## config.mk

```make
export PLATFORM = sky130hd
export DESIGN_NAME = fb_pixel_fetch
export DESIGN_NICKNAME = d
export VERILOG_FILES = /design/src/rtl/fb_pkg.sv /design/src/rtl/fb_pixel_fifo.sv /design/src/rtl/fb_pixel_fetch.sv
export SDC_FILE = /design/constraint.sdc
export NUM_CORES = 1
export LEC_CHECK = 0
export ABC_CLOCK_PERIOD_IN_PS = 2460
export CAP_MARGIN = 10
export CORE_MARGIN = 2
export CORE_UTILIZATION = 54
export CTS_CLUSTER_DIAMETER = 150
export DETAILED_ROUTE_END_ITERATION = 10
export PLACE_DENSITY = 0.86
export SYNTH_ARGS = -nofsm -noshare
export SYNTH_HDL_FRONTEND = slang
export SYNTH_SLANG_ARGS = --single-unit
```

## constraint.sdc

```tcl
create_clock -name CLOCK_50 -period 2.46 [get_ports CLOCK_50]
set_clock_uncertainty 0.15 [all_clocks]
set_input_delay 0.615 -clock CLOCK_50 [delete_from_list [all_inputs] [get_ports CLOCK_50]]
set_output_delay 0.615 -clock CLOCK_50 [all_outputs]
set_load 0.005 [all_outputs]
```

## src/rtl/fb_pkg.sv

```systemverilog
// Shared types and frame-size helpers for the framebuffer pixel fetch path.
package fb_pkg;

  localparam int H_ACTIVE_DEF = 640;
  localparam int V_ACTIVE_DEF = 480;
  localparam int FRAME_PIXELS = H_ACTIVE_DEF * V_ACTIVE_DEF;

  typedef struct packed {
    logic [7:0] r;
    logic [7:0] g;
    logic [7:0] b;
  } pixel_t;

  typedef enum logic {
    FETCH = 1'b0,
    DONE  = 1'b1
  } fetch_state_t;

  function automatic int frame_pixels(input int h, input int v);
    return h * v;
  endfunction

endpackage

```

## src/rtl/fb_pixel_fifo.sv

```systemverilog
// First-word-fall-through pixel FIFO with synchronous flush; head reads 0 when empty.
module fb_pixel_fifo
  import fb_pkg::*;
#(
  parameter int DEPTH = 16
) (
  input  logic                     clk,
  input  logic                     rst_n,
  input  logic                     flush_i,
  input  logic                     push_i,
  input  logic                     pop_i,
  input  pixel_t                   wdata_i,
  output pixel_t                   rdata_o,
  output logic                     valid_o,
  output logic [$clog2(DEPTH):0]   count_o
);

  localparam int PW = $clog2(DEPTH);
  localparam int CW = PW + 1;

  logic [PW-1:0] wr_q, rd_q;
  logic [CW-1:0] cnt_q;
  pixel_t        mem_q [DEPTH];
  logic          do_push, do_pop;

  assign valid_o = (cnt_q != '0);
  assign do_push = push_i & ~flush_i;
  assign do_pop  = pop_i & valid_o & ~flush_i;

  always_ff @(posedge clk or negedge rst_n) begin
    if (!rst_n) begin
      wr_q  <= '0;
      rd_q  <= '0;
      cnt_q <= '0;
    end else if (flush_i) begin
      wr_q  <= '0;
      rd_q  <= '0;
      cnt_q <= '0;
    end else begin
      if (do_push) wr_q <= wr_q + PW'(1);
      if (do_pop)  rd_q <= rd_q + PW'(1);
      cnt_q <= cnt_q + CW'(do_push) - CW'(do_pop);
    end
  end

  // Storage needs no reset: the head is masked by valid_o.
  always_ff @(posedge clk) begin
    if (do_push) mem_q[wr_q] <= wdata_i;
  end

  assign rdata_o = valid_o ? mem_q[rd_q] : '0;
  assign count_o = cnt_q;

endmodule

```

## src/rtl/fb_pixel_fetch.sv

```systemverilog
// Credit-based framebuffer reader feeding the VGA stage through a small FWFT FIFO.
module fb_pixel_fetch
  import fb_pkg::*;
#(
  parameter int H_ACTIVE = 640,
  parameter int V_ACTIVE = 480,
  parameter int ADDR_W   = 19,
  parameter int RD_LAT   = 2,
  parameter int DEPTH    = 16
) (
  input  logic              CLOCK_50,
  input  logic              rst,
  input  logic              frame_start,
  input  logic              pix_rd,
  output logic [23:0]       pix_rgb,
  output logic              pix_valid,
  output logic              underflow,
  output logic              mem_rd,
  output logic [ADDR_W-1:0] mem_addr,
  input  logic [23:0]       mem_rdata
);

  localparam int CW = $clog2(DEPTH) + 1;
  localparam logic [ADDR_W-1:0] LAST_ADDR = ADDR_W'(frame_pixels(H_ACTIVE, V_ACTIVE) - 1);

  fetch_state_t      state_q, state_d;
  logic [ADDR_W-1:0] addr_q, addr_d;
  logic [RD_LAT-1:0] tag_q, tag_d;
  logic              underflow_q, underflow_d;
  logic [CW-1:0]     fifo_cnt;
  logic [CW:0]       credit_used;
  logic              issue, push, pop;
  pixel_t            head;

  // Occupied plus in-flight slots; a read may only issue while a slot is free.
  always_comb begin
    credit_used = {1'b0, fifo_cnt};
    for (int i = 0; i < RD_LAT; i++) credit_used = credit_used + (CW+1)'(tag_q[i]);
  end

  assign issue = rst & ~frame_start & (state_q == FETCH) & (credit_used < (CW+1)'(DEPTH));
  assign push  = tag_q[RD_LAT-1] & ~frame_start;
  assign pop   = pix_rd & pix_valid & ~frame_start;

  always_comb begin
    state_d     = state_q;
    addr_d      = addr_q;
    tag_d       = (tag_q << 1) | RD_LAT'(issue);
    underflow_d = underflow_q | (pix_rd & ~pix_valid);
    if (frame_start) begin
      state_d     = FETCH;
      addr_d      = '0;
      tag_d       = '0;
      underflow_d = 1'b0;
    end else if (issue) begin
      if (addr_q == LAST_ADDR) state_d = DONE;
      else                     addr_d  = addr_q + 1'b1;
    end
  end

  always_ff @(posedge CLOCK_50 or negedge rst) begin
    if (!rst) begin
      state_q     <= FETCH;
      addr_q      <= '0;
      tag_q       <= '0;
      underflow_q <= 1'b0;
    end else begin
      state_q     <= state_d;
      addr_q      <= addr_d;
      tag_q       <= tag_d;
      underflow_q <= underflow_d;
    end
  end

  fb_pixel_fifo #(.DEPTH(DEPTH)) u_fifo (
    .clk     (CLOCK_50),
    .rst_n   (rst),
    .flush_i (frame_start),
    .push_i  (push),
    .pop_i   (pop),
    .wdata_i (pixel_t'(mem_rdata)),
    .rdata_o (head),
    .valid_o (pix_valid),
    .count_o (fifo_cnt)
  );

  assign pix_rgb   = head;
  assign mem_rd    = issue;
  assign mem_addr  = addr_q;
  assign underflow = underflow_q;

endmodule

```

==> impl_summary.log, run 1 <==
[metrics] number of antenna violations at the first check in global routing: 2
[metrics] detail-routed via count per cell: 6.21
[metrics] category of the worst setup path launch point: flop
[metrics] number of H-tree levels: 2
[metrics] global-route wire length before repair: around 60,000 um
[metrics] final worst path period share: 1.31
[metrics] Register Area: approximately 12,000 um2
[metrics] capture point of the worst reg-to-reg path: u_fifo.count_o[4]
[metrics] internal portion of total power: between 10 and 15 mW
[metrics] All-Layer GR Usage: 0.251
[metrics] failing checks: setup timing
[metrics] area of the placeable core: approximately 30,000 um2
[metrics] Area Overhead vs Synth: 24.7%
[metrics] crit path setup slack, layout: -0.766 ns
[metrics] share of post-route cells with drive strength above 1: 0.349
[metrics] slew margin rel.: 0.628
[metrics] number of enable-type register cells in the synthesized netlist: 384
[metrics] LEAKAGE: between 6 and 7 nW
[metrics] portion of total power attributed to combinational logic: 0.268
[metrics] share of total power consumed by net switching: 0.255
[metrics] number of design rule violations left after detail routing: 0
[metrics] Avg Cell Area, Syn: 20.2 um2
[metrics] Synth Register Bits: between 400 and 500
[metrics] worst hold path type: flop to flop
[metrics] initial standard-cell utilization of the core: 0.548
[metrics] Synth Net Count: 873
[metrics] signal arrival time at the worst endpoint: 2.46 ns
[metrics] maximum number of pins on one net before global-route repair: 37
[metrics] count of pins on the block boundary: 74
[metrics] worst-case hold slack: 0.360 ns
[metrics] synthesis warning total: 0
[metrics] standard-cell row count: 64
[metrics] slack of the worst reg-to-reg path: -0.45 ns
[metrics] Sequential Power Share: 0.420
[metrics] die height: 180 um
[metrics] number of distinct library cells after synthesis: 48
[metrics] final weighted congestion in routability-driven placement: 0.853
[metrics] WL final: 40,300 um
[metrics] Post-Syn Instances: between 800 and 900
[metrics] Buffers on Ports: 73
[metrics] total power density per cell area: 907 nW/um2
[metrics] area of the mapped netlist: 16,700 um2
[metrics] final number of max-transition violations: 0
[metrics] most common cell in the synthesized netlist: sky130_fd_sc_hd__edfxtp_1
[metrics] FF-to-FF Start: u_fifo.count_o[2]
[metrics] TritonCTS clock tree: done
[metrics] top cell type by total area after synthesis: sky130_fd_sc_hd__edfxtp_1
[metrics] vias in the first global route: 9,704
[metrics] die footprint: approximately 32,000 um2
[metrics] x dimension of the die: 180 um
[metrics] Setup Viol. Count Final: 30
[metrics] top-area cell type share of the netlist area: 0.690
[metrics] Max Cap Violations: 0
[metrics] worst-case vdd ir drop: 579 uV
[metrics] run status: finished, violations left
[metrics] launch point of the worst path: u_fifo.rd_q[0]
[metrics] maximum clock frequency: between 300 and 400 MHz
[metrics] DRT Pass-1 Iters: 8
[metrics] post-CTS clock slew at the launch and capture registers of the worst setup and hold paths: 0.06 ns
[metrics] transition at the pin with the smallest max-transition slack: 0.556 ns
[metrics] post-detail-place hpwl: 20,800 um
[metrics] area taken by multi-input logic gates: 4310 um2
[metrics] CP Class: flop to primary output
[metrics] number of routed nets with antenna violations: 0
[metrics] filler cell count: 1,732
[metrics] R2R depth: 17
[metrics] post-detailed-route wirelength per cell: 27.4 um
[metrics] cells taking the most area after synthesis: sky130_fd_sc_hd__edfxtp_1 69%, sky130_fd_sc_hd__mux4_2 13%, sky130_fd_sc_hd__dfrtp_1 5.4%
[metrics] number of vias in the routed layout: 9,134
[metrics] critical-path maximum fanout: 6
[metrics] number of clock sinks: 420
[metrics] Clock Tree Root: sky130_fd_sc_hd__clkbuf_16
[metrics] insertion delay of the later-clocked pin in the worst-skew pair: 0.52 ns
[metrics] element type at the critical path end: primary output
[metrics] share of the core filled with cells in the final layout: 0.683
[metrics] unrepaired setup endpoints after global routing: yes
[metrics] Worst Hold Endpoint: underflow
[metrics] Initial DRC Count: around 990
[metrics] placement-stage worst setup slack: -0.744 ns
[metrics] proportion of register bits with asynchronous set or reset after synthesis: 0.0857
[metrics] fin crit period: 3.23 ns
[metrics] top cell types by occurrence after synthesis: 384 x sky130_fd_sc_hd__edfxtp_1, 96 x sky130_fd_sc_hd__mux4_2, 49 x sky130_fd_sc_hd__mux2i_1, 36 x sky130_fd_sc_hd__dfrtp_1, 26 x sky130_fd_sc_hd__clkbuf_1
[metrics] Worst Min Path Start: underflow
[metrics] fin nets: 1,088
[metrics] global-route congestion overflow total: 0
[metrics] Hold Crit Depth: 2
[metrics] worst endpoint required time: 1.69 ns
[metrics] clock buffer count from CTS: 41
[metrics] most used flip-flop cell after synthesis: sky130_fd_sc_hd__edfxtp_1
[metrics] final hold vios: 0
[metrics] sw power: a little under 5 mW
[metrics] number of buffers inserted by hold repair at cts: 0
[metrics] sequential cell area fraction in the yosys report: 0.744
[metrics] clock network fraction of total power: 0.313
[metrics] Max clock buf depth: 3
[layout make-up]
class / count / area share
Clock inverter: 24 / 0.00913
Tap cell: 396 / 0.0238
Antenna cell: 2 / 0.000240
Multi-Input combinational cell: 348 / 0.207
Clock buffer: 49 / 0.0507
Sequential cell: 420 / 0.597
Timing Repair Buffer: 216 / 0.109
Inverter: 16 / 0.00300
[cell families (layout without fill, tap and decap cells)]
family,after synthesis,count (layout),share of synthesized area
flops,420,420,0.744
mux,146,146,0.159
simple gates,96,96,0.0322
compound gates,69,69,0.0260
buf+inv,60,305,0.0147
xor+xnor,20,20,0.0105
fa+ha+maj,17,17,0.0132
other cells,0,2,0
[placed cells by master (no fill, tap or decap), types with 5 or more instances in the layout]
cell type / Yosys / layout
sky130_fd_sc_hd__dfrtp_1: 36 / 33
sky130_fd_sc_hd__mux2i_1: 49 / 36
sky130_fd_sc_hd__buf_8: 0 / 5
sky130_fd_sc_hd__nand4_1: 5 / 5
sky130_fd_sc_hd__mux4_2: 96 / 96
sky130_fd_sc_hd__buf_2: 10 / 25
sky130_fd_sc_hd__buf_12: 0 / 36
sky130_fd_sc_hd__edfxtp_1: 384 / 384
sky130_fd_sc_hd__mux2i_2: 0 / 10
sky130_fd_sc_hd__clkbuf_16: 0 / 41
sky130_fd_sc_hd__inv_1: 16 / 10
sky130_fd_sc_hd__o21ai_0: 11 / 11
sky130_fd_sc_hd__o22ai_2: 0 / 7
sky130_fd_sc_hd__nand2_1: 16 / 14
sky130_fd_sc_hd__buf_6: 1 / 25
sky130_fd_sc_hd__clkbuf_1: 26 / 8
sky130_fd_sc_hd__ha_1: 16 / 12
sky130_fd_sc_hd__nand3_1: 5 / 5
sky130_fd_sc_hd__a21oi_1: 13 / 7
sky130_fd_sc_hd__nor3b_1: 5 / 5
sky130_fd_sc_hd__xnor2_1: 15 / 15
sky130_fd_sc_hd__o22ai_1: 24 / 16
sky130_fd_sc_hd__a21oi_2: 0 / 6
sky130_fd_sc_hd__inv_2: 0 / 5
sky130_fd_sc_hd__nor2_1: 20 / 16
sky130_fd_sc_hd__a211oi_1: 8 / 8
sky130_fd_sc_hd__clkinv_1: 0 / 15
sky130_fd_sc_hd__clkdlybuf4s50_1: 0 / 47
sky130_fd_sc_hd__buf_4: 0 / 77
sky130_fd_sc_hd__xor2_1: 5 / 5
sky130_fd_sc_hd__and2_1: 17 / 17
[per-layer routing]
metal	GRT usage	vias up	wire length [um]
met5	0	-	0
met3	0.0519	115	3260
met1	0.309	4686	14400
li1	-	3825	-
met2	0.429	508	21100
met4	0.114	0	1590
[worst max-delay path by stage]
| stage | depth (start not counted) | to | slack, ns |
|---|---|---|---|
| 6_report | 8 | pix_rgb[4] | -0.77 |
| 5_1_grt | 9 | pix_rgb[6] | -0.82 |
| 4_1_cts | 8 | pix_rgb[4] | -0.83 |
| 2_1_floorplan | 16 | u_fifo.count_o[4] | -0.11 |
| 3_5_place_dp | 6 | mem_rd | -0.74 |
| 3_3_place_gp | 6 | mem_rd | -0.75 |
[power groups by stage]
| stage | registers (mW) | logic, mW | clock network (mW) |
|---|---|---|---|
| global route | 7.93 | 5.34 | 6.25 |
| detailed placement | 8.11 | 3.96 | 0 |
| finish | 7.93 | 5.06 | 5.91 |
| global placement | 8.10 | 3.84 | 0 |
| CTS | 7.93 | 4.90 | 5.96 |
| floorplan | 8.07 | 2.29 | 0 |
[timing repair]
item / 4_1_cts / 5_1_grt
cloned: 2 / 0
endpoints found under the setup margin: 34 / 121
setup buffers: 43 / 11
pin swaps: 26 / 25
gates resized for setup: 177 / 32
[sequential cells by signal, summed over array words and instances (netlist names)]
name and count:
u_fifo.wr_q 4, u_fifo.count_o 5, u_fifo.mem_q 384, u_fifo.rd_q 4, state_q 1, mem_addr 19, underflow 1, tag_q 2
[through the flow]
step,area [um2],setup TNS [ns],instances,total power [mW]
CTS,20800,-17.72,1464,18.8
global route,20800,-19.30,1471,19.5
finish,20800,-17.24,1471,18.9
floorplan,16800,-0.210,828,10.4
detailed placement,18900,-133.25,1351,12.1
global placement,18900,-108.49,1351,11.9
[critical path, stage by stage (launching register included)]
cell                      delay (ns)
sky130_fd_sc_hd__dfrtp_4        0.49
sky130_fd_sc_hd__buf_12         0.16
sky130_fd_sc_hd__buf_12         0.13
sky130_fd_sc_hd__buf_6          0.12
sky130_fd_sc_hd__buf_6          0.11
sky130_fd_sc_hd__mux4_2         0.42
sky130_fd_sc_hd__mux2i_2        0.21
sky130_fd_sc_hd__o22ai_2        0.13
sky130_fd_sc_hd__buf_2          0.16
Power figures use the tool's default switching activity.
==> inputs of run 2 (changes only) <==
- ABC_CLOCK_PERIOD_IN_PS: 2460 -> 3600
- CORE_UTILIZATION: 54 -> 60
- PLACE_DENSITY: 0.86 -> 0.9
- clock period: 2.46 -> 3.6 ns (I/O delays scaled with it)
==> impl_summary.log, run 2 (same netlist as run 1, synthesis figures left out) <==
[metrics] All-Layer GR Usage: 0.299 (+0.0488)
[metrics] Max clock buf depth: 3 (unchanged)
[metrics] detail-routed via count per cell: 6.65 (+7.1%)
[metrics] count of pins on the block boundary: 74 (unchanged)
[metrics] share of the core filled with cells in the final layout: 0.725 (+0.0416)
[metrics] share of total power consumed by net switching: 0.260 (+0.00506)
[metrics] clock network fraction of total power: 0.323 (+0.010)
[metrics] leading cell type in the layout, fill and taps excluded: sky130_fd_sc_hd__edfxtp_1
[metrics] Initial DRC Count: 1,314 (+33%)
[metrics] filler cell count: 1,519 (-12%)
[metrics] Clock Tree Root: sky130_fd_sc_hd__clkbuf_16
[metrics] leading cell types in the layout, fill and taps excluded: 384 x sky130_fd_sc_hd__edfxtp_1, 96 x sky130_fd_sc_hd__mux4_2, 63 x sky130_fd_sc_hd__buf_4
[metrics] maximum clock frequency: 275 MHz
[metrics] DRT Pass-1 Iters: 5 (-3)
[metrics] initial standard-cell utilization of the core: 0.605 (+0.0571)
[metrics] Design Power: 12.6 mW (-33%)
[metrics] final number of max-transition violations: 0 (unchanged)
[metrics] post-placement cell count: 1,285 (-4.9%)
[metrics] worst hold path type: primary input to asynchronous set/reset pin
[metrics] total placed instance area: 18,200 um2 (-3.6%)
[metrics] post-detail-place hpwl: 20,700 um (-0.52%)
[metrics] global-route congestion overflow total: 0 (unchanged)
[metrics] Area Overhead vs Synth: 19.8%
[metrics] area of the placeable core: 27,600 um2 (-9.4%)
[metrics] number of H-tree levels: 2 (unchanged)
[metrics] Register Area: 12,400 um2 (about the same)
[metrics] number of buffers inserted by hold repair at cts: 0 (unchanged)
[metrics] category of the worst setup path launch point: flop
[metrics] CP Class: flop to primary output
[metrics] internal portion of total power: 9.32 mW (-34%)
[metrics] transition at the pin with the smallest max-transition slack: 0.659 ns (+0.102 ns)
[metrics] global-route wire length before repair: 61,600 um (+3.0%)
[metrics] portion of total power attributed to combinational logic: 0.244 (-0.024)
[metrics] clock buffer count from CTS: 41 (unchanged)
[metrics] Buffers on Ports: 73 (unchanged)
[metrics] run status: finished, violations left
[metrics] insertion delay of the later-clocked pin in the worst-skew pair: 0.54 ns (+0.02 ns)
[metrics] worst endpoint required time: 2.55 ns (+0.86 ns)
[metrics] slew margin rel.: 0.560 (-0.0685)
[metrics] area of all placed cells without fillers: 20,000 um2 (-3.9%)
[metrics] Setup Viol. Count Final: 3 (-90%)
[metrics] final weighted congestion in routability-driven placement: 0.847 (-0.67%)
[metrics] die footprint: 29,200 um2 (-9.8%)
[metrics] cell with the biggest individual delay on the critical path: sky130_fd_sc_hd__mux4_2
[metrics] sw power: 3.27 mW (-32%)
[metrics] TritonCTS clock tree: done
[metrics] number of vias in the routed layout: 9,253 (+1.3%)
[metrics] critical-path maximum fanout: 12 (+6)
[metrics] LEAKAGE: 6.54 nW (-4.8%)
[metrics] worst-path cell chain: buf_4 -> buf_16 -> mux4_2 -> mux2i_2 -> o22ai_2 -> dlygate4sd2_1
[metrics] WL final: 42,600 um (+5.7%)
[metrics] Finished Layout Cells: 1,392 (-5.4%)
[metrics] Sequential Power Share: 0.432 (+0.012)
[metrics] failing checks: setup timing
[metrics] number of routed nets with antenna violations: 0 (unchanged)
[metrics] element type at the critical path end: primary output
[metrics] placement-stage worst setup slack: 0.141 ns (+0.885 ns)
[metrics] worst-case hold slack: 0.316 ns (-0.0442 ns)
[metrics] post-CTS clock slew at the launch and capture registers of the worst setup and hold paths: 0.06 ns (about the same)
[metrics] post-detailed-route wirelength per cell: 30.6 um (+12%)
[metrics] unrepaired setup endpoints after global routing: yes
[metrics] Max Cap Violations: 0 (unchanged)
[metrics] number of clock sinks: 420 (unchanged)
[metrics] final hold vios: 0 (unchanged)
[metrics] TNS Setup: -0.0481 ns (+17.20 ns)
[metrics] share of post-route cells with drive strength above 1: 0.277 (-0.0721)
[metrics] standard-cell row count: 61 (-4.7%)
[metrics] number of antenna violations at the first check in global routing: 1 (-1)
[metrics] final worst path period share: 1.01
[metrics] signal arrival time at the worst endpoint: 2.59 ns (+0.13 ns)
[metrics] fin nets: 1,032 (-5.1%)
[metrics] worst-case vdd ir drop: 459 uV (-21%)
[metrics] number of design rule violations left after detail routing: 0 (unchanged)
[metrics] vias in the first global route: 9,479 (-2.3%)
[metrics] fin crit period: 3.64 ns
[metrics] flip-flop count of the largest register, all copies and words added: 384 (unchanged)
[metrics] Most flops, register: u_fifo.mem_q
[metrics] maximum number of pins on one net before global-route repair: 42 (+14%)
[metrics] crit path setup slack, layout: -0.0366 ns (+0.730 ns)
[metrics] die height: 171 um (-5.0%)
[metrics] slowest stage delay, CP: 0.58 ns (+0.09 ns)
[metrics] x dimension of the die: 171 um (-5.0%)
[metrics] area taken by multi-input logic gates: 4170 um2 (-3.4%)
[metrics] total power density per cell area: 629 nW/um2 (-31%)
-- run 2: cell types whose count changed in the layout (fill, tap and decap cells not counted), sizes merged --
cell and delta:
buf -74, clkbuf +15, clkinv -8, dlygate4sd2 +6
clkdlybuf4s15 +3, bufinv -2, inv -2, bufbuf +1
diode -1, dlymetal6s2s +1
-- run 2: final timing paths --
kind | from | endpoint | slack, ns | depth (start not counted)
max in group asynchronous | rst | u_fifo.rd_q[1] | 2.62 | 2
min | rst | mem_addr[0] | 0.32 | 2
max reg2reg | u_fifo.count_o[2] | u_fifo.count_o[4] | 0.68 | 16
max | u_fifo.rd_q[0] | pix_rgb[1] | -0.04 | 6
min in group CLOCK_50 | tag_q[0] | tag_q[1] | 0.35 | 1
min reg2reg | tag_q[0] | tag_q[1] | 0.35 | 1
-- run 2: final cells by class --
cell class,count,area share
Antenna cell,1,0.000125
Clock buffer,57,0.0564
Clock inverter,12,0.00444
Inverter,16,0.00300
Multi-Input combinational cell,348,0.208
Sequential cell,420,0.621
Tap cell,378,0.0236
Timing Repair Buffer,160,0.0830
-- run 2: repair_timing --
action | in CTS | in global routing
cloned | 9 | 0
setup buffers | 27 | 3
gates resized for setup | 85 | 22
pin swaps | 7 | 6
endpoints found under the setup margin | 25 | 19
-- run 2: power groups by stage --
stage | Clock [mW] | Sequential (mW) | Combinational, mW
after detailed placement | 0 | 5.55 | 2.42
after global routing | 4.26 | 5.45 | 3.24
after floorplan | 0 | 5.51 | 1.53
final | 4.07 | 5.44 | 3.08
after CTS | 4.04 | 5.45 | 3.06
after global placement | 0 | 5.55 | 2.35
-- run 2: routing by layer --
metal | up-vias | wire length [um] | track usage
met2 | 708 | 21600 | 0.493
met1 | 4739 | 15300 | 0.394
met3 | 110 | 4180 | 0.0611
met4 | 0 | 1500 | 0.130
li1 | 3696 | - | -
met5 | - | 0 | 0
-- run 2: critical path, delay by kind of cell, from the launching register on --
| family | cells | cell delay (ns) |
|---|---|---|
| compound gates | 1 | 0.13 |
| buf+inv | 3 | 0.60 |
| flops | 1 | 0.50 |
| mux | 2 | 0.81 |
==> inputs of run 3 (changes only) <==
- CORE_MARGIN: 2 -> not set
- SLEW_MARGIN: not set -> 20
==> impl_summary.log, run 3 (same netlist as run 1, synthesis figures left out) <==
[metrics] run status: finished, violations left
[metrics] failing checks: setup timing
[metrics] flip-flop count of the largest register, all copies and words added: 384 (unchanged)
[metrics] final weighted congestion in routability-driven placement: 0.775 (-8.5%)
[metrics] Area Overhead vs Synth: 18.3%
[metrics] post-detailed-route wirelength per cell: 28.4 um (-7.2%)
[metrics] share of post-route cells with drive strength above 1: 0.247 (-0.0302)
[metrics] fin crit period: 3.78 ns (+0.141 ns)
[metrics] launch point of the worst path: u_fifo.rd_q[0]
[metrics] leading cell type in the layout, fill and taps excluded: sky130_fd_sc_hd__edfxtp_1
[metrics] worst hold path type: primary input to asynchronous set/reset pin
[metrics] transition at the pin with the smallest max-transition slack: 0.595 ns (-0.0637 ns)
[metrics] global-route wire length before repair: 55,800 um (-9.4%)
[metrics] critical-path maximum fanout: 20 (+8)
[metrics] FF-to-FF Start: u_fifo.count_o[2]
[metrics] category of the worst setup path launch point: flop
[metrics] TritonCTS clock tree: done
[metrics] die height: 169 um (-1.2%)
[metrics] Buffers on Ports: 73 (unchanged)
[metrics] number of design rule violations left after detail routing: 0 (unchanged)
[metrics] Most flops, register: u_fifo.mem_q
[metrics] maximum clock frequency: 265 MHz (-3.7%)
[metrics] standard-cell row count: 60 (-1.6%)
[metrics] leading cell types in the layout, fill and taps excluded: 384 x sky130_fd_sc_hd__edfxtp_1, 96 x sky130_fd_sc_hd__mux4_2, 64 x sky130_fd_sc_hd__clkdlybuf4s50_1
[metrics] Max clock buf depth: 3 (unchanged)
[metrics] maximum number of pins on one net before global-route repair: 39 (-7.1%)
[metrics] area of the placeable core: 27,100 um2 (-1.9%)
[metrics] TNS Setup: -1.49 ns (-1.44 ns)
[metrics] Design Power: 12.2 mW (-3.4%)
[metrics] slew margin rel.: 0.602 (+0.0426)
[metrics] x dimension of the die: 169 um (-1.2%)
[metrics] Setup Viol. Count Final: 18 (+15)
[metrics] number of antenna violations at the first check in global routing: 1 (unchanged)
[metrics] Max Cap Violations: 0 (unchanged)
[metrics] signal arrival time at the worst endpoint: 2.73 ns (+0.14 ns)
[metrics] worst-case vdd ir drop: 379 uV (-18%)
[metrics] LEAKAGE: 6.38 nW (-2.4%)
[metrics] total power density per cell area: 615 nW/um2 (-2.2%)
[metrics] placement-stage worst setup slack: 0.157 ns (+0.0167 ns)
[metrics] count of pins on the block boundary: 74 (unchanged)
[metrics] final hold vios: 0 (unchanged)
[metrics] insertion delay of the later-clocked pin in the worst-skew pair: 0.54 ns (about the same)
[metrics] worst endpoint required time: 2.55 ns (about the same)
[metrics] number of clock sinks: 420 (unchanged)
[metrics] initial standard-cell utilization of the core: 0.617 (+0.0118)
[metrics] unrepaired setup endpoints after global routing: yes
[metrics] CP Class: flop to primary output
[metrics] number of vias in the routed layout: 8,879 (-4.0%)
[metrics] crit path setup slack, layout: -0.178 ns (-0.141 ns)
[metrics] number of H-tree levels: 2 (unchanged)
[metrics] All-Layer GR Usage: 0.275 (-0.0245)
[metrics] worst-case hold slack: 0.286 ns (-0.0296 ns)
[metrics] clock buffer count from CTS: 40 (-2.4%)
[metrics] detail-routed via count per cell: 6.50 (-2.1%)
[metrics] final number of max-transition violations: 0 (unchanged)
[metrics] WL final: 38,800 um (-9.0%)
[metrics] Initial DRC Count: 996 (-24%)
[metrics] Clock Tree Root: sky130_fd_sc_hd__clkbuf_16
[metrics] number of routed nets with antenna violations: 0 (unchanged)
[metrics] die footprint: 28,500 um2 (-2.3%)
[metrics] global-route congestion overflow total: 0 (unchanged)
[metrics] fin nets: 1,004 (-2.7%)
[metrics] vias in the first global route: 9,145 (-3.5%)
[metrics] element type at the critical path end: primary output
[metrics] final worst path period share: 1.05 (+0.0392)
[metrics] post-detail-place hpwl: 20,500 um (-0.92%)
[metrics] post-CTS clock slew at the launch and capture registers of the worst setup and hold paths: 0.06 ns (about the same)
[metrics] DRT Pass-1 Iters: 5 (unchanged)
[run 3: repair_timing]
action | CTS | global route
endpoints found under the setup margin | 25 | 24
pin swaps | 0 | 0
hold buffers | 0 | 0
setup buffers | 10 | 0
gates cloned | 0 | 0
resized for setup | 20 | 13
[run 3: path summary, 6_finish.rpt]
kind	to	slack, ns	cells after the start
max in group asynchronous	u_fifo.rd_q[1]	2.63	2
min reg2reg	tag_q[1]	0.35	1
max reg2reg	u_fifo.count_o[4]	0.75	16
min	u_fifo.wr_q[2]	0.29	2
max	pix_rgb[17]	-0.18	6
min in group CLOCK_50	tag_q[1]	0.35	1
[run 3: metrics by stage]
step	util	std cells	cell area, um2
after floorplan	-	828	16700
after global routing	0.729	1363	19800
final	0.729	1365	19800
after CTS	0.727	1363	19700
after global placement	0.674	1279	18300
after detailed placement	0.674	1279	18300
[run 3: power breakdown]
part	internal (mW)	switching [mW]	total (mW)
Sequential	5.38	0.0698	5.45
Clock	2.31	1.77	4.08
Combinational	1.42	1.21	2.63
Total	9.10	3.06	12.2
[run 3: final cells by class]
type | count | area (um2)
Sequential cell | 420 | 12400
Fill cell | 1447 | 7340
Multi-Input combinational cell | 348 | 4130
Timing Repair Buffer | 133 | 1380
Clock buffer | 50 | 1090
Tap cell | 372 | 465
Clock inverter | 24 | 184
Inverter | 16 | 60.1
Antenna cell | 2 | 5.00
[run 3: worst max-delay path: stages, from the launching register on]
cell and delay, ns:
sky130_fd_sc_hd__dfrtp_4 0.43, sky130_fd_sc_hd__buf_12 0.15, sky130_fd_sc_hd__buf_16 0.20, sky130_fd_sc_hd__mux4_2 0.53
sky130_fd_sc_hd__mux2i_1 0.27, sky130_fd_sc_hd__o22ai_2 0.14, sky130_fd_sc_hd__clkdlybuf4s50_1 0.47
[run 3: routing by layer]
layer	share of wire	GRT usage
met5	0	0
met1	0.36	0.341
met3	0.080	0.0505
met2	0.52	0.474
met4	0.042	0.126
